**src/rtl/aurora_transmitter.sv**
```systemverilog
// Credit-gated TX framer: emits CTRL (slot advert) or DATA header + payload from an FWFT FIFO.
// Words leave combinationally from state; one IDLE cycle between packets; holds word while tx_dst_rdy_i=0.
module aurora_transmitter #(
  parameter logic [3:0] CTRL_HEAD   = 4'hC,
  parameter logic [3:0] DATA_HEAD   = 4'hD,
  parameter int         MAX_PKT_LEN = 256,
  parameter int         CTRL_PERIOD = 1024
) (
  input  logic        clk_i,
  input  logic        reset_n_i,
  input  logic [31:0] fifo_data_i,
  input  logic [17:0] fifo_count_i,
  output logic        fifo_rd_en_o,
  input  logic [17:0] local_empty_slots_i,
  input  logic [17:0] partner_empty_slots_i,
  input  logic        partner_empty_slots_valid_i,
  output logic [31:0] tx_data_o,
  output logic        tx_src_rdy_o,
  input  logic        tx_dst_rdy_i
);

  localparam int              TW         = (CTRL_PERIOD > 1) ? $clog2(CTRL_PERIOD) : 1;
  localparam logic [TW-1:0]   TIMER_LAST = TW'(CTRL_PERIOD - 1);
  localparam logic [17:0]     MAX_LEN    = 18'(MAX_PKT_LEN);

  typedef enum logic [1:0] {IDLE, SEND_CTRL, SEND_HEAD, SEND_DATA} state_t;

  state_t          state_q, state_d;
  logic [17:0]     credit_q;
  logic [17:0]     len_q;
  logic [17:0]     remain_q;
  logic [17:0]     ctrl_slots_q;
  logic [TW-1:0]   ctrl_timer_q;
  logic            ctrl_pend_q;

  logic            can_send;
  logic            pay_xfer;
  logic [17:0]     len_min;
  logic [17:0]     credit_base;

  assign can_send = (fifo_count_i != 18'd0) && (credit_q != 18'd0);
  assign pay_xfer = (state_q == SEND_DATA) && tx_dst_rdy_i;

  // Packet length is bounded by FIFO occupancy, credit and max size so neither can underflow.
  always_comb begin
    len_min = fifo_count_i;
    if (credit_q < len_min) len_min = credit_q;
    if (MAX_LEN < len_min)  len_min = MAX_LEN;
  end

  always_comb begin
    credit_base = partner_empty_slots_valid_i ? partner_empty_slots_i : credit_q;
  end

  // FSM: state register
  always_ff @(posedge clk_i or negedge reset_n_i) begin
    if (!reset_n_i) state_q <= IDLE;
    else            state_q <= state_d;
  end

  // FSM: next state
  always_comb begin
    state_d = state_q;
    case (state_q)
      IDLE: begin
        if (ctrl_pend_q)   state_d = SEND_CTRL;
        else if (can_send) state_d = SEND_HEAD;
      end
      SEND_CTRL: if (tx_dst_rdy_i) state_d = IDLE;
      SEND_HEAD: if (tx_dst_rdy_i) state_d = SEND_DATA;
      SEND_DATA: if (tx_dst_rdy_i && (remain_q == 18'd1)) state_d = IDLE;
      default:   state_d = IDLE;
    endcase
  end

  // FSM: outputs
  always_comb begin
    tx_src_rdy_o = 1'b0;
    tx_data_o    = 32'd0;
    fifo_rd_en_o = 1'b0;
    case (state_q)
      SEND_CTRL: begin
        tx_src_rdy_o = 1'b1;
        tx_data_o    = {CTRL_HEAD, 10'd0, ctrl_slots_q};
      end
      SEND_HEAD: begin
        tx_src_rdy_o = 1'b1;
        tx_data_o    = {DATA_HEAD, 10'd0, len_q};
      end
      SEND_DATA: begin
        tx_src_rdy_o = 1'b1;
        tx_data_o    = fifo_data_i;
        fifo_rd_en_o = tx_dst_rdy_i;
      end
      default: ;
    endcase
  end

  always_ff @(posedge clk_i or negedge reset_n_i) begin
    if (!reset_n_i) begin
      len_q        <= 18'd0;
      remain_q     <= 18'd0;
      ctrl_slots_q <= 18'd0;
    end else begin
      if (state_q == IDLE) begin
        if (ctrl_pend_q)   ctrl_slots_q <= local_empty_slots_i;
        else if (can_send) len_q        <= len_min;
      end
      if ((state_q == SEND_HEAD) && tx_dst_rdy_i) remain_q <= len_q;
      else if (pay_xfer)                          remain_q <= remain_q - 18'd1;
    end
  end

  // A partner update mid-packet applies at once; saturation guards against a stale low report.
  always_ff @(posedge clk_i or negedge reset_n_i) begin
    if (!reset_n_i) begin
      credit_q <= 18'd0;
    end else if (pay_xfer) begin
      credit_q <= (credit_base == 18'd0) ? 18'd0 : credit_base - 18'd1;
    end else begin
      credit_q <= credit_base;
    end
  end

  // A new period starting on the same cycle a CTRL is accepted keeps the request pending.
  always_ff @(posedge clk_i or negedge reset_n_i) begin
    if (!reset_n_i) begin
      ctrl_timer_q <= '0;
      ctrl_pend_q  <= 1'b1;
    end else begin
      if ((state_q == SEND_CTRL) && tx_dst_rdy_i) ctrl_pend_q <= 1'b0;
      if (ctrl_timer_q == TIMER_LAST) begin
        ctrl_timer_q <= '0;
        ctrl_pend_q  <= 1'b1;
      end else begin
        ctrl_timer_q <= ctrl_timer_q + 1'b1;
      end
    end
  end

endmodule

```
**config.mk**
```make
export PLATFORM = sky130hd
export DESIGN_NAME = aurora_transmitter
export DESIGN_NICKNAME = d
export VERILOG_FILES = /design/src/rtl/aurora_transmitter.sv
export SDC_FILE = /design/constraint.sdc
export NUM_CORES = 1
export LEC_CHECK = 0
export CAP_MARGIN = 0
export CORE_MARGIN = 1.5
export CORE_UTILIZATION = 46
export CTS_CLUSTER_DIAMETER = 80
export DETAILED_ROUTE_END_ITERATION = 7
export PLACE_DENSITY_LB_ADDON = 0.2
export SETUP_SLACK_MARGIN = 0.5
export SKIP_LAST_GASP = 1
export SLEW_MARGIN = 20
export SYNTH_ARGS = -nofsm -noshare
export SYNTH_HDL_FRONTEND = slang
export SYNTH_SLANG_ARGS = --single-unit
```
**constraint.sdc**
```tcl
create_clock -name clk_i -period 2.2 [get_ports clk_i]
set_clock_uncertainty 0.15 [all_clocks]
set_input_delay 0.55 -clock clk_i [delete_from_list [all_inputs] [get_ports clk_i]]
set_output_delay 0.55 -clock clk_i [all_outputs]
set_load 0.02 [all_outputs]
```
==> results of run 1 <==
how the worst min path moves through the flow:
stage / start / endpoint / slack, ns
detailed placement: reset_n_i / ctrl_timer_q[4]$_DFF_PN0_ / 0.30
finish: ctrl_timer_q[6]$_DFF_PN0_ / ctrl_timer_q[6]$_DFF_PN0_ / 0.34
global placement: ctrl_timer_q[0]$_DFF_PN0_ / ctrl_timer_q[0]$_DFF_PN0_ / 0.29
CTS: ctrl_timer_q[0]$_DFF_PN0_ / ctrl_timer_q[0]$_DFF_PN0_ / 0.31
floorplan: reset_n_i / credit_q[0]$_DFF_PN0_ / 0.10
global route: ctrl_timer_q[9]$_DFF_PN0_ / ctrl_timer_q[9]$_DFF_PN0_ / 0.36
sequential cells by signal (all words and copies together) (netlist names):
register and count:
remain_q 18, state_q 2, len_q 18, ctrl_slots_q 18, ctrl_timer_q 10, credit_q 18, ctrl_pend_q 1
critical path: stages, from the launching register on:
cell     delay [ns]
dfrtp_2        0.46
buf_4          0.14
buf_6          0.12
mux2_2         0.36
a22o_4         0.22
buf_4          0.16
layer usage:
layer	up-vias	wire length (µm)	track usage (%)
met1	3251	9250	38.7
li1	2714	-	-
met4	6	2550	17.7
met2	575	13700	62.0
met3	233	2450	5.30
met5	-	42	0
where the power goes:
part	total (W)	switching, W	internal [W]
combinational	0.00275	0.00140	0.00135
sequential	0.00216	0.000381	0.00178
clock	0.00159	0.000698	0.000892
total	0.00650	0.00248	0.00402
placed cells by master, fill, tap and decap left out, types with 13 or more instances in the layout:
master	Yosys	routed
buf_4	2	125
dfrtp_1	84	69
buf_6	3	69
clkdlybuf4s50_1	0	54
nor2_1	59	40
mux2_4	0	25
nand2_1	34	25
dlygate4sd2_1	0	20
inv_1	26	17
a21oi_1	27	17
dfrtp_2	0	15
nand4_1	14	14
nor3_2	2	13
mux2i_1	17	13
through the flow:
step	total power, W	instance area, µm²
floorplan	0.00301	5880
CTS	0.00570	9270
detailed placement	0.00382	7840
finish	0.00650	10100
global placement	0.00375	7840
global route	0.00665	10100
cell families after synthesis:
group           share of synthesized area [%]
flops                                    39.6
compound gates                           15.1
simple gates                             20.7
buf+inv                                  4.49
xor+xnor                                 3.26
mux                                      12.0
fa+ha+maj                                4.88
timing repair:
item                                   4_1_cts  5_1_grt
pin swaps                                   52       46
cloned                                      11        2
setup endpoints to repair                  112      110
hold buffers                                 1        0
setup buffers                               44       32
endpoints found under the hold margin       20        0
resized for setup                          374      137
cell type report:
cell class | count | area [µm²]
repair buffers | 309 | 3120
clock buffers | 14 | 284
fillers | 441 | 1330
inverters | 27 | 114
multi-input cells | 440 | 4230
well taps | 143 | 179
flip-flops and latches | 85 | 2150
clock inverters | 2 | 15.0
==> results.md, run 1 <==
* Final Util at 88.3%
* Io pins at 124
* Area growth syn-to-layout at 87.5%
* Fraction of layout cells with a size suffix above 1 at 54.0%
* Hold crit path type: reg2reg
* Initial antenna violation count at 3
* Die Height at 111 µm
* Setup TNS at -13.74 ns
* EDFF count, synth at 0
* Pre-CTS WS at -0.789 ns
* Synth area leaders: dfrtp_1, mux2_2, ha_1, nor2_1, mux2i_1
* Die W at between 100 and 150 µm
* RSZ-0062 raised after global routing: yes
* Critical Path Start: state_q[0]$_DFFE_PN0P_
* Worst-Skew Late Latency at 0.35 ns
* WP data required at ~1.5 ns
* Final min period at around 2.5 ns
* Flop2flop setup slack at -0.29 ns
* #FFs+latches synth at 85
* Max Cap Violations at 0
* Final cell count without fillers at 1020
* Main synth FF type: dfrtp_1
* Status: finished with violations
* # diodes at 0
* Tot GR Track Use at between 30% and 40%
* Synth unique cells at 65
* Largest net degree at the start of global routing at 55
* Register area share after synthesis at between 30% and 40%
* Drt total wl at 28.0 mm
* Post-Syn Area at 5380 µm²
* YS warnings at 0
* Via-per-instance ratio at 6.65
* Mean Syn Cell Area at 9.36 µm²
* Crit path launch type: register
* DP HPWL at 13.0 mm
* Congestion Overflow GR at 0
* Worst-case clock buffer depth at 2
* 1st-iter DRT viols at between 800 and 900
* Post-route ant nets at 0
* Worst R2R Start: state_q[0]$_DFFE_PN0P_
* Placed cells at 914
* Fin. Hold Viols at 0
* Number of clock sinks at 85
* Total core area at 11400 µm²
* Critical path arrival at roughly 1.8 ns
* Leakage at approximately 4.5 nW
* Total Nets Final at 983
* Slew margin rel. at 62.1%
* F_max at around 400 MHz
* IO buf count at 123
* DRC violations left at 0
* Clk pin slew, worst setup/hold paths at 0.07 ns
* Fin. max-slew vios at 0
* Mapped Nets at 686
* Crit Path Class: reg2out
* CTS root buffer: clkbuf_16
* Crit-path max FO at 5
* Top cell type's share of synthesized area at 39.1%
* Row cnt at 39
* Initial Util at a little under half
* Mapped Cells at ~580
* H-Tree Depth at 3
* Number of global-route vias before repair at 6263
* Top post-synthesis cells by count: dfrtp_1, nor2_1, mux2_2
* Worst setup margin at -0.321 ns
* Worst reg-to-reg path cell count at 9
* Peak VDD IR at 504 µV
* Hold depth at 1
* Crit path capture type: output port
* Pwr Density at 645 nW/µm²
* Clock buffer count from CTS at 9
* Final setup violation count at 88
* Global-route wire length before repair at 33.5 mm
* Fin crit share at 115%
* Slew of the pin with the lowest slew margin at 0.564 ns
* Drt wl/cell at 27.5 µm
* Most numerous cell in the Yosys netlist: dfrtp_1
* Full die area at 12400 µm²
* DR vias at slightly below 7k
* Drt first pass iters at 8
* Hold WS at ~0.34 ns
* Post-synth top area cell: dfrtp_1
* Placer Congestion at 0.912
* Failing checks: negative setup slack
* CTS tree: yes
* Critical Path Sink: tx_data_o[13]
* Async set or reset register ratio after synthesis at 100%
* RR Endpoint: credit_q[13]$_DFF_PN0_
(Power assumes the default switching activity.)
==> run 2, diff against run 1 <==
--- a/config.mk
+++ b/config.mk
@@ -8,7 +8,8 @@
 export CAP_MARGIN = 0
 export CORE_MARGIN = 1.5
 export CORE_UTILIZATION = 46
-export CTS_CLUSTER_DIAMETER = 80
+export CTS_BUF_LIST = sky130_fd_sc_hd__clkbuf_16
+export CTS_CLUSTER_DIAMETER = 30
 export DETAILED_ROUTE_END_ITERATION = 7
 export PLACE_DENSITY_LB_ADDON = 0.2
 export SETUP_SLACK_MARGIN = 0.5
==> run 2 against run 1 <==
Compared with the run above: the run still ends with negative setup slack left; sequential power about the same; highest routed layer is now met4; maximum frequency increased by 1.6%; core utilization decreased by 1.5 points; sequential cell count unchanged; setup slack gained 0.040 ns.
==> results.md, run 2 (synthesized netlist as in run 1, its figures left out) <==
* Status: finished with violations
* Failing checks: negative setup slack
* Critical-path top delay cell: dfrtp_2
* Max Cap Violations at 0 (unchanged)
* Drt first pass iters at 5 (-3)
* Comb pwr share at 42.6% (+0.3 points)
* Hold crit path type: reg2reg
* F_max at 403 MHz (+1.6%)
* CTS root buffer: clkbuf_16
* RSZ-0062 raised after global routing: yes
* Pwr Density at 630 nW/µm² (-2.2%)
* Crit-path max FO at 8 (+3)
* Crit path capture type: output port
* WP data required at 1.50 ns (about the same)
* Cell Int Power at 0.00384 W (-4.5%)
* Worst R2R Start: state_q[0]$_DFFE_PN0P_
* Total Nets Final at 975 (-0.81%)
* Initial Util at 47.1% (unchanged)
* Sw Share at 38.5% (+0.38 points)
* Tot GR Track Use at 34.4% (+0.17 points)
* Hold depth at 1 (unchanged)
* Peak VDD IR at 411 µV (-18%)
* Clock share of power at 22.7% (-1.8 points)
* Number of global-route vias before repair at 6353 (+1.4%)
* IO buf count at 123 (unchanged)
* Drt total wl at 26.4 mm (-5.9%)
* Global-route wire length before repair at 33.5 mm (about the same)
* Fin. max-slew vios at 0 (unchanged)
* Initial antenna violation count at 0 (-3)
* H-Tree Depth at 3 (unchanged)
* Full die area at 12400 µm² (unchanged)
* Hold WS at 0.336 ns (-0.00866 ns)
* Leakage at 4.40 nW (-1.9%)
* Slew margin rel. at 65.4% (+3.3 points)
* Area growth syn-to-layout at 84.3%
* Drt wl/cell at 26.0 µm (-5.2%)
* Largest net degree at the start of global routing at 55 (unchanged)
* Fraction of layout cells with a size suffix above 1 at 52.0% (-2.0 points)
* Io pins at 124 (unchanged)
* Critical path arrival at 1.78 ns (-0.04 ns)
* Clock buffer count from CTS at 9 (unchanged)
* Crit Path Class: reg2out
* Final setup violation count at 65 (-26%)
* Net switching power at 0.00241 W (-2.9%)
* Clk pin slew, worst setup/hold paths at 0.06 ns (about the same)
* Final min period at 2.48 ns (-0.0396 ns)
* Fin crit share at 113% (-1.8 points)
* Total core area at 11400 µm² (unchanged)
* Sequential power share at 34.7% (+1.5 points)
* Flop2flop setup slack at -0.27 ns (+0.02 ns)
* Pre-CTS WS at -0.789 ns (unchanged)
* Die W at 111 µm (unchanged)
* Slew of the pin with the lowest slew margin at 0.515 ns (-0.0492 ns)
* Worst-case clock buffer depth at 2 (unchanged)
* Crit path depth at 5 (unchanged)
* 1st-iter DRT viols at 647 (-24%)
* Row cnt at 39 (unchanged)
* Tot Pwr at 0.00625 W (-3.9%)
* Via-per-instance ratio at 6.51 (-2.0%)
* Post-route ant nets at 0 (unchanged)
* Fin. Hold Viols at 0 (unchanged)
* Worst-Skew Late Latency at 0.35 ns (about the same)
* Crit path launch type: register
* Worst reg-to-reg path cell count at 10 (+1)
* Critical Path Start: state_q[0]$_DFFE_PN0P_
* RR Endpoint: credit_q[17]$_DFF_PN0_
* DR vias at 6589 (-2.8%)
* Worst-path cell chain: buf_6 > buf_12 > mux2_4 > a22o_4 > buf_6
* Critical Path Sink: tx_data_o[2]
* CP top delay family: flip-flops
* Placer Congestion at 0.912 (unchanged)
* Crit-path max cell delay at 0.47 ns (about the same)
* Die Height at 111 µm (unchanged)
* DRC violations left at 0 (unchanged)
* Most common cell after layout, fill and taps aside: buf_4
* CP dominant cell by count: buf_6
* Worst setup margin at -0.282 ns (+0.0396 ns)
* CTS tree: yes
* Buf+Inv Stages, Crit Path at 3 (unchanged)
* DP HPWL at 13.0 mm (unchanged)
* Congestion Overflow GR at 0 (unchanged)
* Number of clock sinks at 85 (unchanged)
* # diodes at 0 (unchanged)
* Commonest non-fill, non-tap cells in the layout: buf_4, buf_6, dfrtp_1, clkdlybuf4s50_1, nor2_1
run 2: cell type report:
class                           instances  area, µm²
Clock buffer                            9        225
Clock inverter                          7       33.8
Fill cell                             503       1500
Inverter                               27        114
Multi-Input combinational cell        440       4210
Sequential cell                        85       2140
Tap cell                              143        179
Timing Repair Buffer                  301       3010
run 2: power by group through the flow:
stage / sequential (W) / combinational [W] / clock (W)
floorplan: 0.00197 / 0.00104 / 0
global placement: 0.00204 / 0.00172 / 0
detailed placement: 0.00205 / 0.00177 / 0
CTS: 0.00207 / 0.00216 / 0.00136
global route: 0.00217 / 0.00277 / 0.00148
finish: 0.00217 / 0.00266 / 0.00142
run 2: routing by layer:
| layer | vias to the layer above | GRT usage (%) | share of wire (%) |
|---|---|---|---|
| li1 | 2700 | - | - |
| met1 | 3180 | 38.5 | 34 |
| met2 | 516 | 61.1 | 49 |
| met3 | 193 | 6.01 | 7.7 |
| met4 | 0 | 20.3 | 9.0 |
| met5 | - | 0 | 0 |
run 2: metrics by stage:
step	area [µm²]	cells	utilization, %	TNS (ns)
global route	9910	1012	86.8	-12.78
global placement	7840	914	68.6	-35.50
detailed placement	7840	914	68.6	-37.79
floorplan	5880	575	-	-8.96
CTS	9350	987	81.9	-4.32
finish	9910	1012	86.8	-10.97
run 2: timing repair:
action | 4_1_cts | 5_1_grt
pin swaps | 56 | 28
hold buffers | 1 | 0
cloned | 9 | 2
setup endpoints to repair | 112 | 107
buffers inserted | 47 | 23
resized for setup | 403 | 103
endpoints found under the hold margin | 20 | 0
run 2: worst min path at each step:
stage	to	startpoint	slack (ns)
2_1_floorplan	credit_q[0]$_DFF_PN0_	reset_n_i	0.10
3_3_place_gp	ctrl_timer_q[0]$_DFF_PN0_	ctrl_timer_q[0]$_DFF_PN0_	0.29
3_5_place_dp	ctrl_timer_q[4]$_DFF_PN0_	reset_n_i	0.30
4_1_cts	ctrl_timer_q[0]$_DFF_PN0_	ctrl_timer_q[0]$_DFF_PN0_	0.31
5_1_grt	ctrl_timer_q[9]$_DFF_PN0_	ctrl_timer_q[9]$_DFF_PN0_	0.36
6_report	ctrl_timer_q[9]$_DFF_PN0_	ctrl_timer_q[9]$_DFF_PN0_	0.34
run 2: worst reg2reg max path, stage by stage, from the launching register on:
cell      delay (ns)
dfrtp_2         0.46
buf_6           0.13
buf_6           0.10
nand3_4         0.10
inv_4           0.09
o211ai_2        0.10
or4_4           0.63
buf_6           0.16
nor4b_4         0.22
xor2_1          0.17
nor2_1          0.05
==> run 3, diff against run 2 <==
--- a/config.mk
+++ b/config.mk
@@ -11,6 +11,7 @@
 export CTS_BUF_LIST = sky130_fd_sc_hd__clkbuf_16
 export CTS_CLUSTER_DIAMETER = 30
 export DETAILED_ROUTE_END_ITERATION = 7
+export HOLD_SLACK_MARGIN = 0.03
 export PLACE_DENSITY_LB_ADDON = 0.2
 export SETUP_SLACK_MARGIN = 0.5
 export SKIP_LAST_GASP = 1
==> results of run 3 <==
Final layout, timing and power as in run 2 (identical DEF).
